### src/rtl/hdlc_rx_monitor.sv
// HDLC receive-path protocol monitor: per-check error pulses, sticky flags and saturating counters.
// Optional HDLC_MON_DISPLAY_EN adds simulation-only PASS/failure messages; registers are identical either way.
module hdlc_rx_monitor #(
  parameter int unsigned FLAG_LATENCY  = 2,
  parameter int unsigned ABORT_LATENCY = 1,
  parameter int unsigned EOF_LATENCY   = 1,
  parameter int unsigned CNT_WIDTH     = 16
) (
  input  logic                       Clk,
  input  logic                       Rst,
  input  logic                       Rx,
  input  logic                       Rx_FlagDetect,
  input  logic                       Rx_AbortDetect,
  input  logic                       Rx_AbortSignal,
  input  logic                       Rx_ValidFrame,
  input  logic                       Rx_EoF,
  input  logic                       Rx_WrBuff,
  input  logic [3:0]                 Chk_En,
  input  logic                       Clear,
  output logic [3:0]                 Err_Pulse,
  output logic [3:0]                 Err_Sticky,
  output logic [4*CNT_WIDTH-1:0]     ErrCnt,
  output logic [CNT_WIDTH+1:0]       ErrTotal
);

  localparam int unsigned TOT_WIDTH = CNT_WIDTH + 2;
  localparam int unsigned SUM_WIDTH = TOT_WIDTH + 1;
  localparam logic [7:0]  FLAG_PATTERN = 8'h7E;
  localparam logic [3:0]  FILL_FULL    = 4'd8;

  logic [7:0]                      shift_q, shift_d;
  logic [3:0]                      fill_q, fill_d;
  logic [FLAG_LATENCY-1:0]         flag_pipe_q, flag_pipe_d;
  logic [ABORT_LATENCY-1:0]        abort_pipe_q, abort_pipe_d;
  logic [EOF_LATENCY-1:0]          eof_pipe_q, eof_pipe_d;
  logic                            vf_prev_q, vf_prev_d;
  logic [3:0]                      err_pulse_q, err_pulse_d;
  logic [3:0]                      err_sticky_q, err_sticky_d;
  logic [3:0][CNT_WIDTH-1:0]       err_cnt_q, err_cnt_d;
  logic [TOT_WIDTH-1:0]            err_total_q, err_total_d;

  logic                            flag_match_c;
  logic [3:0]                      fail_c;
  logic [2:0]                      fail_num_c;
  logic [SUM_WIDTH-1:0]            total_sum_c;

  // Expectation tracking: shift register, fill counter and latency pipelines
  always_comb begin
    shift_d      = {shift_q[6:0], Rx};
    fill_d       = (fill_q == FILL_FULL) ? fill_q : fill_q + 4'd1;
    flag_match_c = (fill_q == FILL_FULL) && (shift_q == FLAG_PATTERN);
    vf_prev_d    = Rx_ValidFrame;

    flag_pipe_d     = flag_pipe_q;
    flag_pipe_d[0]  = flag_match_c;
    for (int i = 1; i < int'(FLAG_LATENCY); i++) flag_pipe_d[i] = flag_pipe_q[i-1];

    abort_pipe_d    = abort_pipe_q;
    abort_pipe_d[0] = Rx_AbortDetect && Rx_ValidFrame;
    for (int i = 1; i < int'(ABORT_LATENCY); i++) abort_pipe_d[i] = abort_pipe_q[i-1];

    eof_pipe_d      = eof_pipe_q;
    eof_pipe_d[0]   = vf_prev_q && !Rx_ValidFrame;
    for (int i = 1; i < int'(EOF_LATENCY); i++) eof_pipe_d[i] = eof_pipe_q[i-1];
  end

  // Enables gate only the evaluation point; tokens keep flowing regardless
  always_comb begin
    fail_c[0] = flag_pipe_q[FLAG_LATENCY-1]   && !Rx_FlagDetect  && Chk_En[0];
    fail_c[1] = abort_pipe_q[ABORT_LATENCY-1] && !Rx_AbortSignal && Chk_En[1];
    fail_c[2] = eof_pipe_q[EOF_LATENCY-1]     && !Rx_EoF         && Chk_En[2];
    fail_c[3] = Rx_WrBuff && !Rx_ValidFrame   && Chk_En[3];
    fail_num_c  = 3'(fail_c[0]) + 3'(fail_c[1]) + 3'(fail_c[2]) + 3'(fail_c[3]);
    total_sum_c = {1'b0, err_total_q} + SUM_WIDTH'(fail_num_c);
  end

  // Reporting: pulses always fire; Clear wins over same-cycle count/sticky updates
  always_comb begin
    err_pulse_d  = fail_c;
    err_sticky_d = err_sticky_q | fail_c;
    err_cnt_d    = err_cnt_q;
    err_total_d  = total_sum_c[SUM_WIDTH-1] ? '1 : total_sum_c[TOT_WIDTH-1:0];
    for (int k = 0; k < 4; k++) begin
      if (fail_c[k] && (err_cnt_q[k] != '1)) err_cnt_d[k] = err_cnt_q[k] + CNT_WIDTH'(1);
    end
    if (Clear) begin
      err_sticky_d = '0;
      err_cnt_d    = '0;
      err_total_d  = '0;
    end
  end

  always_ff @(posedge Clk or posedge Rst) begin
    if (Rst) begin
      shift_q      <= '0;
      fill_q       <= '0;
      flag_pipe_q  <= '0;
      abort_pipe_q <= '0;
      eof_pipe_q   <= '0;
      vf_prev_q    <= 1'b0;
      err_pulse_q  <= '0;
      err_sticky_q <= '0;
      err_cnt_q    <= '0;
      err_total_q  <= '0;
    end else begin
      shift_q      <= shift_d;
      fill_q       <= fill_d;
      flag_pipe_q  <= flag_pipe_d;
      abort_pipe_q <= abort_pipe_d;
      eof_pipe_q   <= eof_pipe_d;
      vf_prev_q    <= vf_prev_d;
      err_pulse_q  <= err_pulse_d;
      err_sticky_q <= err_sticky_d;
      err_cnt_q    <= err_cnt_d;
      err_total_q  <= err_total_d;
    end
  end

  assign Err_Pulse  = err_pulse_q;
  assign Err_Sticky = err_sticky_q;
  assign ErrCnt     = err_cnt_q;
  assign ErrTotal   = err_total_q;

`ifdef HDLC_MON_DISPLAY_EN
  logic [3:0] pass_c;

  always_comb begin
    pass_c[0] = flag_pipe_q[FLAG_LATENCY-1]   && Rx_FlagDetect  && Chk_En[0];
    pass_c[1] = abort_pipe_q[ABORT_LATENCY-1] && Rx_AbortSignal && Chk_En[1];
    pass_c[2] = eof_pipe_q[EOF_LATENCY-1]     && Rx_EoF         && Chk_En[2];
    pass_c[3] = Rx_WrBuff && Rx_ValidFrame    && Chk_En[3];
  end

  function automatic string check_name(input int k);
    case (k)
      0:       return "flag";
      1:       return "abort";
      2:       return "eof";
      default: return "write";
    endcase
  endfunction

  // Messages print on the edge that loads Err_Pulse
  always @(posedge Clk) begin
    if (!Rst) begin
      for (int k = 0; k < 4; k++) begin
        if (fail_c[k])      $error("hdlc_rx_monitor: %s check violated", check_name(k));
        else if (pass_c[k]) $display("PASS: %s", check_name(k));
      end
    end
  end
`endif

endmodule

### config.mk
export PLATFORM = sky130hd
export DESIGN_NAME = hdlc_rx_monitor
export DESIGN_NICKNAME = d
export VERILOG_FILES = /design/src/rtl/hdlc_rx_monitor.sv
export SDC_FILE = /design/constraint.sdc
export NUM_CORES = 1
export LEC_CHECK = 0
export BUFFER_PORTS_ARGS = -buffer_cell sky130_fd_sc_hd__buf_2
export CAP_MARGIN = 20
export CORE_AREA = 4 4 120 122
export DETAILED_ROUTE_END_ITERATION = 16
export DIE_AREA = 0 0 124 126
export GPL_TIMING_DRIVEN = 0
export SYNTH_ARGS = -nofsm -noshare
export SYNTH_HDL_FRONTEND = slang
export SYNTH_SLANG_ARGS = --single-unit
### constraint.sdc
create_clock -name Clk -period 4.1 [get_ports Clk]
set_input_delay 0.205 -clock Clk [delete_from_list [all_inputs] [get_ports Clk]]
set_output_delay 0.205 -clock Clk [all_outputs]
set_load 0.02 [all_outputs]
-- Word-level counts from Yosys, hierarchy flattened
Cells that the tools add are included.
- word-level logic and storage cells: 60
- output and inout port bits: 90
- input bits: 14
- register bits after elaboration: 107
- add/sub/neg operators: 9
- reductions and logical operators: 23
- bitwise gates (word level): 1
- mux-type cells: 8
- eq/ne operators: 6
- operators by type and width (operator ; count):
    adder 16 x 1 -> 16 bit, second input constant ; 4
    2-to-1 mux 16 bit ; 4
    2-to-1 mux 64 bit ; 1
    != test 16 bit, second input constant ; 4
    2-to-1 mux 18 bit ; 2
    adder 18 x 3 -> 19 bit ; 1
    logical AND 1 bit ; 15
    equality test 8 x 7 -> 1 bit, second input constant ; 1
    nonzero test 2 bit ; 4
    adder 4 x 1 -> 4 bit, second input constant ; 1
    equality test 4 bit, second input constant ; 1
    zero test 1 bit ; 4
    2-to-1 mux 4 bit ; 1
    OR 4 bit ; 1
    adder 2 x 1 -> 3 bit ; 1
    adder 3 x 1 -> 3 bit ; 1
    adder 1 x 1 -> 2 bit ; 1

-- Depth between registers and ports, before layout
Gate-level depths: netlist of the first run.
- depth in word-level cells: 9
- mapped depth: 12
- depth with buffers taken out: 12

-- Least setup slack after synthesis of the first run
Ideal clock, no wire load.
- path type: flip-flop to flip-flop
- from: register flag_pipe_q[1]
- to: register err_total_q[10], in the netlist ErrTotal[10]
- slack: 1.422 ns
- clock period less this slack: 2.678 ns
- data required time: 4.022 ns
- stages on the path, launching flop included: 13
- data arrival time: 2.600 ns
- cell sequence: dfrtp_1 > nand3b_4 > inv_1 > fa_1 > inv_1 > fa_1 > inv_1 > fa_1 > nand3_1 > nor4_4 > nand2_1 > buf_2 > a21oi_1
- longest elaborated chain between the ends: 8
- ends and longest elaborated chain (element ; RTL line ; source):
    start, declared ; 33 ; logic [FLAG_LATENCY-1:0] flag_pipe_q, flag_pipe_d;
    start signal, assigned ; 108 ; flag_pipe_q <= flag_pipe_d;
    logical AND 1 bit (2 in a row) ; 69 ; fail_c[0] = flag_pipe_q[FLAG_LATENCY-1] && !Rx_FlagDetect && Chk_En[0];
    net err_pulse_d[0] ; 37 ; logic [3:0] err_pulse_q, err_pulse_d;
    adder 1 x 1 -> 2 bit ; 73 ; fail_num_c = 3'(fail_c[0]) + 3'(fail_c[1]) + 3'(fail_c[2]) + 3'(fail_c[3]);
    adder 2 x 1 -> 3 bit ; 73 ;
    adder 3 x 1 -> 3 bit ; 73 ;
    adder 18 x 3 -> 19 bit ; 74 ; total_sum_c = {1'b0, err_total_q} + SUM_WIDTH'(fail_num_c);
    2-to-1 mux 18 bit ; 82 ; err_total_d = total_sum_c[SUM_WIDTH-1] ? '1 : total_sum_c[TOT_WIDTH-1:0];
    2-to-1 mux 18 bit ; 86 ; if (Clear) begin
    net err_total_d[10] ; 40 ; logic [TOT_WIDTH-1:0] err_total_q, err_total_d;
    end signal, assigned ; 115 ; err_total_q <= err_total_d;
    end, declared ; 40 ;
The timed path passes the listed nets, and every way through them passes these cells.
A chain may end at the register's enable or synchronous reset.

-- Worst setup path after layout of the first run
- from: register flag_pipe_q[1]
- to: register err_total_q[11], in the netlist ErrTotal[11]
Same word-level chain as after synthesis.

==> results.json, run 1 <==
{
  "status": "finished, final reports clean",
  "grt_max_degree": 65,
  "finalPower_mw": 2.09,
  "powerDensity_nw_per_um2": 328,
  "grt_usage_pct": 17.0,
  "die_w_um": 124,
  "final_antenna_net_count": 0,
  "cp.arrival_ns": 3.36,
  "numClockSinks": 107,
  "endpoint_kind": "flop",
  "grt_pass1_wl_mm": 21.2,
  "area_growth_pct": 20.9,
  "root_buffer": "clkbuf_16",
  "avgSynthCellArea_um2": 10.1,
  "die_height_um": 126,
  "hold_violations": 0,
  "numCtsBuffers": 9,
  "yosysWarningCount": 0,
  "clkLatencyLatePin_ns": 0.35,
  "skew_ns": 0.00587,
  "syn_nets": 547,
  "setup_viol": 0,
  "cts_tree": "yes",
  "fmax_mhz": 322,
  "nFillCells": 1227,
  "cp-start-kind": "flop",
  "cp_max_fo": 10,
  "ys_seq_area_share_pct": 50.7,
  "synth_top_area_share_pct": 50.7,
  "layout.nets": 663,
  "die_area_um2": 15600,
  "async_reset_ff_share_pct": 100,
  "cellLeakagePower_nw": 2.96,
  "syn-cell-area_um2": 5280,
  "drc_errors": 0,
  "place_congestion": 0.861,
  "grt_pass1_vias": 4175,
  "htreeDepth": 3,
  "cts.reportedPaths.clkPinSlew_ns": 0.07,
  "dp_hpwl_mm": 9.23,
  "relSlewSlack_pct": 53.4,
  "vias_per_cell": 5.22,
  "vias": 4281,
  "netlist_instances": 523,
  "hold_class": "input port to flop",
  "cts_setup_buffers": 0,
  "ir_drop_v": 0.000217,
  "rows": 42,
  "initial_core_util_pct": 40.0,
  "synth-seq-cells": 107,
  "period_share_pct": 75.7,
  "synthTopCellsByArea": "dfrtp_1, xnor2_1, nor2_1",
  "worst_slack_ns": 0.998,
  "crit_type": "flop to flop",
  "synth_edf_count": 0,
  "synth_top_area_cell": "dfrtp_1",
  "grt_setup_unrepaired": "false",
  "maxCapViolations": 0,
  "ios": 104,
  "antenna_found_initial": 1,
  "ys.flop_type": "dfrtp_1",
  "critical_path_required_ns": 4.36,
  "clock_path_buffers": 2,
  "tightest_slew_ns": 0.699,
  "grt_overflow_total": 0,
  "area.sequential_um2": 2680,
  "drive_above_1_share_pct": 22.2,
  "slew_violations": 0,
  "io_buffers": 102,
  "routed_wl_mm": 12.8,
  "multi_input_area_um2": 2490,
  "routedWlPerCell_um": 15.6,
  "diodes": 0,
  "ys_types": 53,
  "core_um2": 13200,
  "final.min_clock_period_ns": 3.10,
  "pre_cts_slack_ns": 0.994,
  "drt_first_pass_iters": 4,
  "drt_iter0_drc": 197
}
[per-layer routing]
layer	routed length, µm	vias to the layer above	global-route usage [%]	part of all wire [%]
met5	7	-	0	0.055
met4	218	2	5.93	1.7
met3	676	21	3.23	5.3
met2	6040	100	26.4	47
met1	5810	2089	23.9	46
li1	-	2069	-	-
[cell families (layout without fill, tap and decap cells)]
logic type | Yosys count | count (layout) | share of synthesized area [%]
fa+ha+maj | 10 | 10 | 2.80
buf+inv | 28 | 149 | 2.04
xor+xnor | 54 | 54 | 8.96
simple gates | 261 | 261 | 27.8
mux | 8 | 8 | 1.52
flops | 107 | 107 | 50.7
compound gates | 55 | 55 | 6.16
[worst paths after layout]
check	start	end	slack, ns	cells past startpoint
worst min register to register	flag_pipe_q[0]	flag_pipe_q[1]	0.36	0
min in group asynchronous	Rst	ErrCnt[53]	0.49	3
worst max register to register	flag_pipe_q[1]	ErrTotal[11]	1.0	12
worst min-delay path	Rx_ValidFrame	vf_prev_q	0.007	1
max in group asynchronous	Rst	ErrCnt[1]	2.91	4
worst max-delay path	flag_pipe_q[1]	ErrTotal[11]	1.0	12
[synth_stat cells (4+ instances only)]
master / number
clkbuf_1: 8
a21oi_1: 28
and3_1: 9
inv_1: 15
o21ai_0: 11
nand3_1: 25
nor4_1: 5
dfrtp_1: 107
mux2i_1: 8
nor2_1: 76
ha_1: 7
and4_1: 5
nand2_1: 37
nor3_1: 28
nor2b_1: 5
nand4_1: 23
a211oi_1: 5
nor3b_1: 8
xnor2_1: 41
or3_1: 4
nand2b_1: 4
xor2_1: 13
[worst max-delay path: stages (launching register included)]
cell	delay, ns
dfrtp_1	0.42
nand3b_4	0.17
inv_1	0.16
fa_1	0.54
inv_1	0.05
fa_1	0.38
inv_1	0.08
fa_1	0.22
nand3_1	0.12
nor4_4	0.32
nand2_1	0.18
buf_2	0.24
a21oi_1	0.14
[cell usage in the layout, fill, tap and decap left out, drive strengths merged, types with 6 or more instances in the layout]
cell / count
buf: 108
dfrtp: 107
nor2: 76
xnor2: 41
nand2: 37
nor3: 29
a21oi: 28
nand3: 25
nand4: 24
clkbuf: 20
inv: 15
xor2: 13
o21ai: 11
and3: 9
nor3b: 9
nor4: 9
mux2i: 8
ha: 7
and4: 6
or2: 6
[metrics by stage]
stage / cells / area [µm²] / setup TNS, ns / hold WS (ns) / util (%)
final: 820 / 6380 / 0 / 0.00656 / 48.4
after global routing: 820 / 6380 / 0 / 0.0176 / 48.4
after CTS: 820 / 6380 / 0 / 0.000238 / 48.4
after detailed placement: 802 / 6040 / 0 / 0.321 / 45.8
after global placement: 801 / 6010 / -15.36 / 0.318 / 45.6
after floorplan: 523 / 5280 / 0 / 0.236 / -
[final cells by class]
class                           instances  share of cell area [%]
Sequential cell                       107                    42.0
Multi-Input combinational cell        388                    39.1
Timing Repair Buffer                  105                    8.75
Clock buffer                           12                    3.86
Tap cell                              176                    3.45
Clock inverter                          4                    1.16
Inverter                               15                   0.922
Buffer                                 13                   0.804
[power breakdown]
group | leakage [nW] | switching [mW] | internal [mW] | total, mW
clock network | 0.157 | 0.379 | 0.553 | 0.932
registers | 1.46 | 0.00800 | 1.07 | 1.07
logic | 1.34 | 0.0619 | 0.0244 | 0.0863
[what timing repair did]
action | 4_1_cts | 5_1_grt
hold buffers | 2 | 0
gates resized for setup | 0 | 0
hold endpoints to repair | 44 | 0
[registers in the layout (all words and copies together), names as in the netlist]
name,count
ErrCnt,64
ErrTotal,18
shift_q,8
Err_Pulse,4
Err_Sticky,4
fill_q,4
flag_pipe_q,2
abort_pipe_q,1
eof_pipe_q,1
vf_prev_q,1
Power figures use the tool's default switching activity.
==> inputs of run 2 (changes only) <==
clock period = 2.89 ns   (was 4.1 ns; I/O delays follow)
==> run 2 against run 1 <==
  * Routed wire length rose by 1.2%
  * Sequential cell count did not move
  * Final cell count rose by 1.1%
  * Utilization rose by 0.61 points
  * Worst setup slack got worse by 0.90 ns
  * Global-route usage fell by 0.067 points
  * Largest power group unchanged
  * Die area did not move
  * Maximum frequency rose by 11%
  * Clock skew fell by 0.0010 ns
  * Hold slack improved by 0.023 ns
==> results.json, run 2 (same netlist as run 1, synthesis figures left out) <==
{
  "drc_errors": 0,
  "largest_reg_flops": 64,
  "drive_above_1_share_pct": 24.8,
  "rows": 42,
  "routed_wl_mm": 12.9,
  "endpoint_kind": "flop",
  "p_comb_share_pct": 4.5,
  "layout.nets": 672,
  "die_area_um2": 15600,
  "cp_max_fo": 4,
  "grt_setup_unrepaired": "true",
  "area.sequential_um2": 2680,
  "tightest_slew_ns": 0.747,
  "numClockSinks": 107,
  "cpMaxStageDelayCell": "fa_1",
  "power_frac_clock_pct": 42.1,
  "final.min_clock_period_ns": 2.79,
  "power_frac_seq_pct": 53.4,
  "p_sw_mw": 0.624,
  "drt_first_pass_iters": 4,
  "powerDensity_nw_per_um2": 442,
  "status": "finished, final reports clean",
  "clkLatencyLatePin_ns": 0.34,
  "skew_ns": 0.00483,
  "hold_class": "input port to flop",
  "maxCapViolations": 0,
  "dp_hpwl_mm": 9.48,
  "grt_overflow_total": 0,
  "cp.arrival_ns": 3.00,
  "cellLeakagePower_nw": 2.98,
  "tns_ns": 0,
  "antenna_found_initial": 0,
  "cts.reportedPaths.clkPinSlew_ns": 0.07,
  "setup_viol": 0,
  "fin_hold_ws_ns": 0.0292,
  "hold_violations": 0,
  "worst_slack_ns": 0.0964,
  "critical_path_required_ns": 3.09,
  "relSlewSlack_pct": 50.1,
  "numCtsBuffers": 9,
  "vias_per_cell": 5.19,
  "grt_pass1_wl_mm": 21.1,
  "pre_cts_slack_ns": -0.222,
  "p_int_mw": 2.23,
  "path_buf_inv": 4,
  "area_growth_pct": 22.4,
  "drt_iter0_drc": 230,
  "cts_tree": "yes",
  "crit_type": "flop to flop",
  "reg2reg_depth": 13,
  "initial_core_util_pct": 40.0,
  "htreeDepth": 3,
  "ir_drop_v": 0.000284,
  "diodes": 0,
  "slew_violations": 0,
  "ios": 104,
  "sw_frac_of_total_pct": 21.9,
  "fin_area_um2": 6460,
  "multi_input_area_um2": 2520,
  "final_cell_mix": "dfrtp_1, buf_2, nor2_1",
  "mostFrequentLayoutCell": "dfrtp_1",
  "grt_usage_pct": 17.0,
  "worstHoldPathCells": 2,
  "slowest_delay_ns": 0.55,
  "fmax_mhz": 358,
  "core_um2": 13200,
  "cp-start-kind": "flop",
  "vias": 4303,
  "die_w_um": 124,
  "clock_path_buffers": 2,
  "root_buffer": "clkbuf_16",
  "nFillCells": 1266,
  "routedWlPerCell_um": 15.6,
  "cp_top_family": "adder cells",
  "crit_cells": 13,
  "crit_chain": "nand3b_4 -> clkinvlp_4 -> fa_1 -> inv_2 -> fa_2 -> inv_2 -> fa_2 -> nand3_2 -> nor4_4 -> buf_4 -> nand3_2 -> nor3b_2 -> nor3_1",
  "grt_pass1_vias": 4139,
  "die_height_um": 126,
  "grt_max_degree": 43,
  "period_share_pct": 96.7,
  "final_antenna_net_count": 0,
  "io_buffers": 102,
  "placed_area_um2": 6050,
  "place_congestion": 0.830
}
## run 2: worst paths after layout
kind                                startpoint        endpoint  slack [ns]
worst max-delay path            flag_pipe_q[1]    ErrTotal[16]         0.1
worst min register to register  flag_pipe_q[0]  flag_pipe_q[1]        0.37
worst min-delay path            Rx_AbortDetect    abort_pipe_q        0.03
min in group asynchronous                  Rst     ErrTotal[8]        0.46
max in group asynchronous                  Rst       ErrCnt[8]        1.78
worst max register to register  flag_pipe_q[1]    ErrTotal[16]         0.1
## run 2: routing by layer
layer | share of wire (%) | global-route usage (%) | wire (µm) | up-vias
li1 | - | - | - | 2088
met1 | 46 | 22.9 | 5980 | 2099
met2 | 47 | 27.3 | 6130 | 108
met3 | 5.1 | 3.59 | 656 | 8
met4 | 1.1 | 5.41 | 140 | 0
met5 | 0 | 0 | 0 | -
## run 2: what timing repair did
action | 4_1_cts | 5_1_grt
setup endpoints to repair | 15 | 13
resized for setup | 6 | 4
pin swaps | 4 | 1
hold buffers | 3 | 0
setup buffers | 7 | 1
hold endpoints to repair | 31 | 0
## run 2: worst register-to-register path, stage by stage, from the launching register on
cell        delay (ns)
dfrtp_1           0.41
nand3b_4          0.11
clkinvlp_4        0.13
fa_1              0.55
inv_2             0.05
fa_2              0.34
inv_2             0.07
fa_2              0.22
nand3_2           0.09
nor4_4            0.20
buf_4             0.19
nand3_2           0.07
nor3b_2           0.16
nor3_1            0.07
## run 2: layout make-up
cell class                 count  share of cell area [%]
timing repair buffer         115                    9.92
clock buffer                  15                    4.46
clock inverter                 1                  0.0775
multi-input combinational    388                    39.0
inverter                      15                   0.988
tap                          176                    3.41
buffer                        12                   0.736
sequential                   107                    41.5
## run 2: power by group through the flow
stage	sequential [mW]	combinational (mW)	clock [mW]
after floorplan	1.56	0.0626	0
after global placement	1.55	0.121	0
after detailed placement	1.55	0.129	0
after CTS	1.52	0.134	1.24
after global routing	1.53	0.147	1.31
final	1.52	0.129	1.20
## run 2: metrics by stage
step | util, % | cells | total power [mW]
final | 49.0 | 829 | 2.85
after global routing | 49.0 | 829 | 2.98
after floorplan | - | 523 | 1.62
after global placement | 45.6 | 801 | 1.67
after detailed placement | 45.9 | 803 | 1.68
after CTS | 48.9 | 829 | 2.90
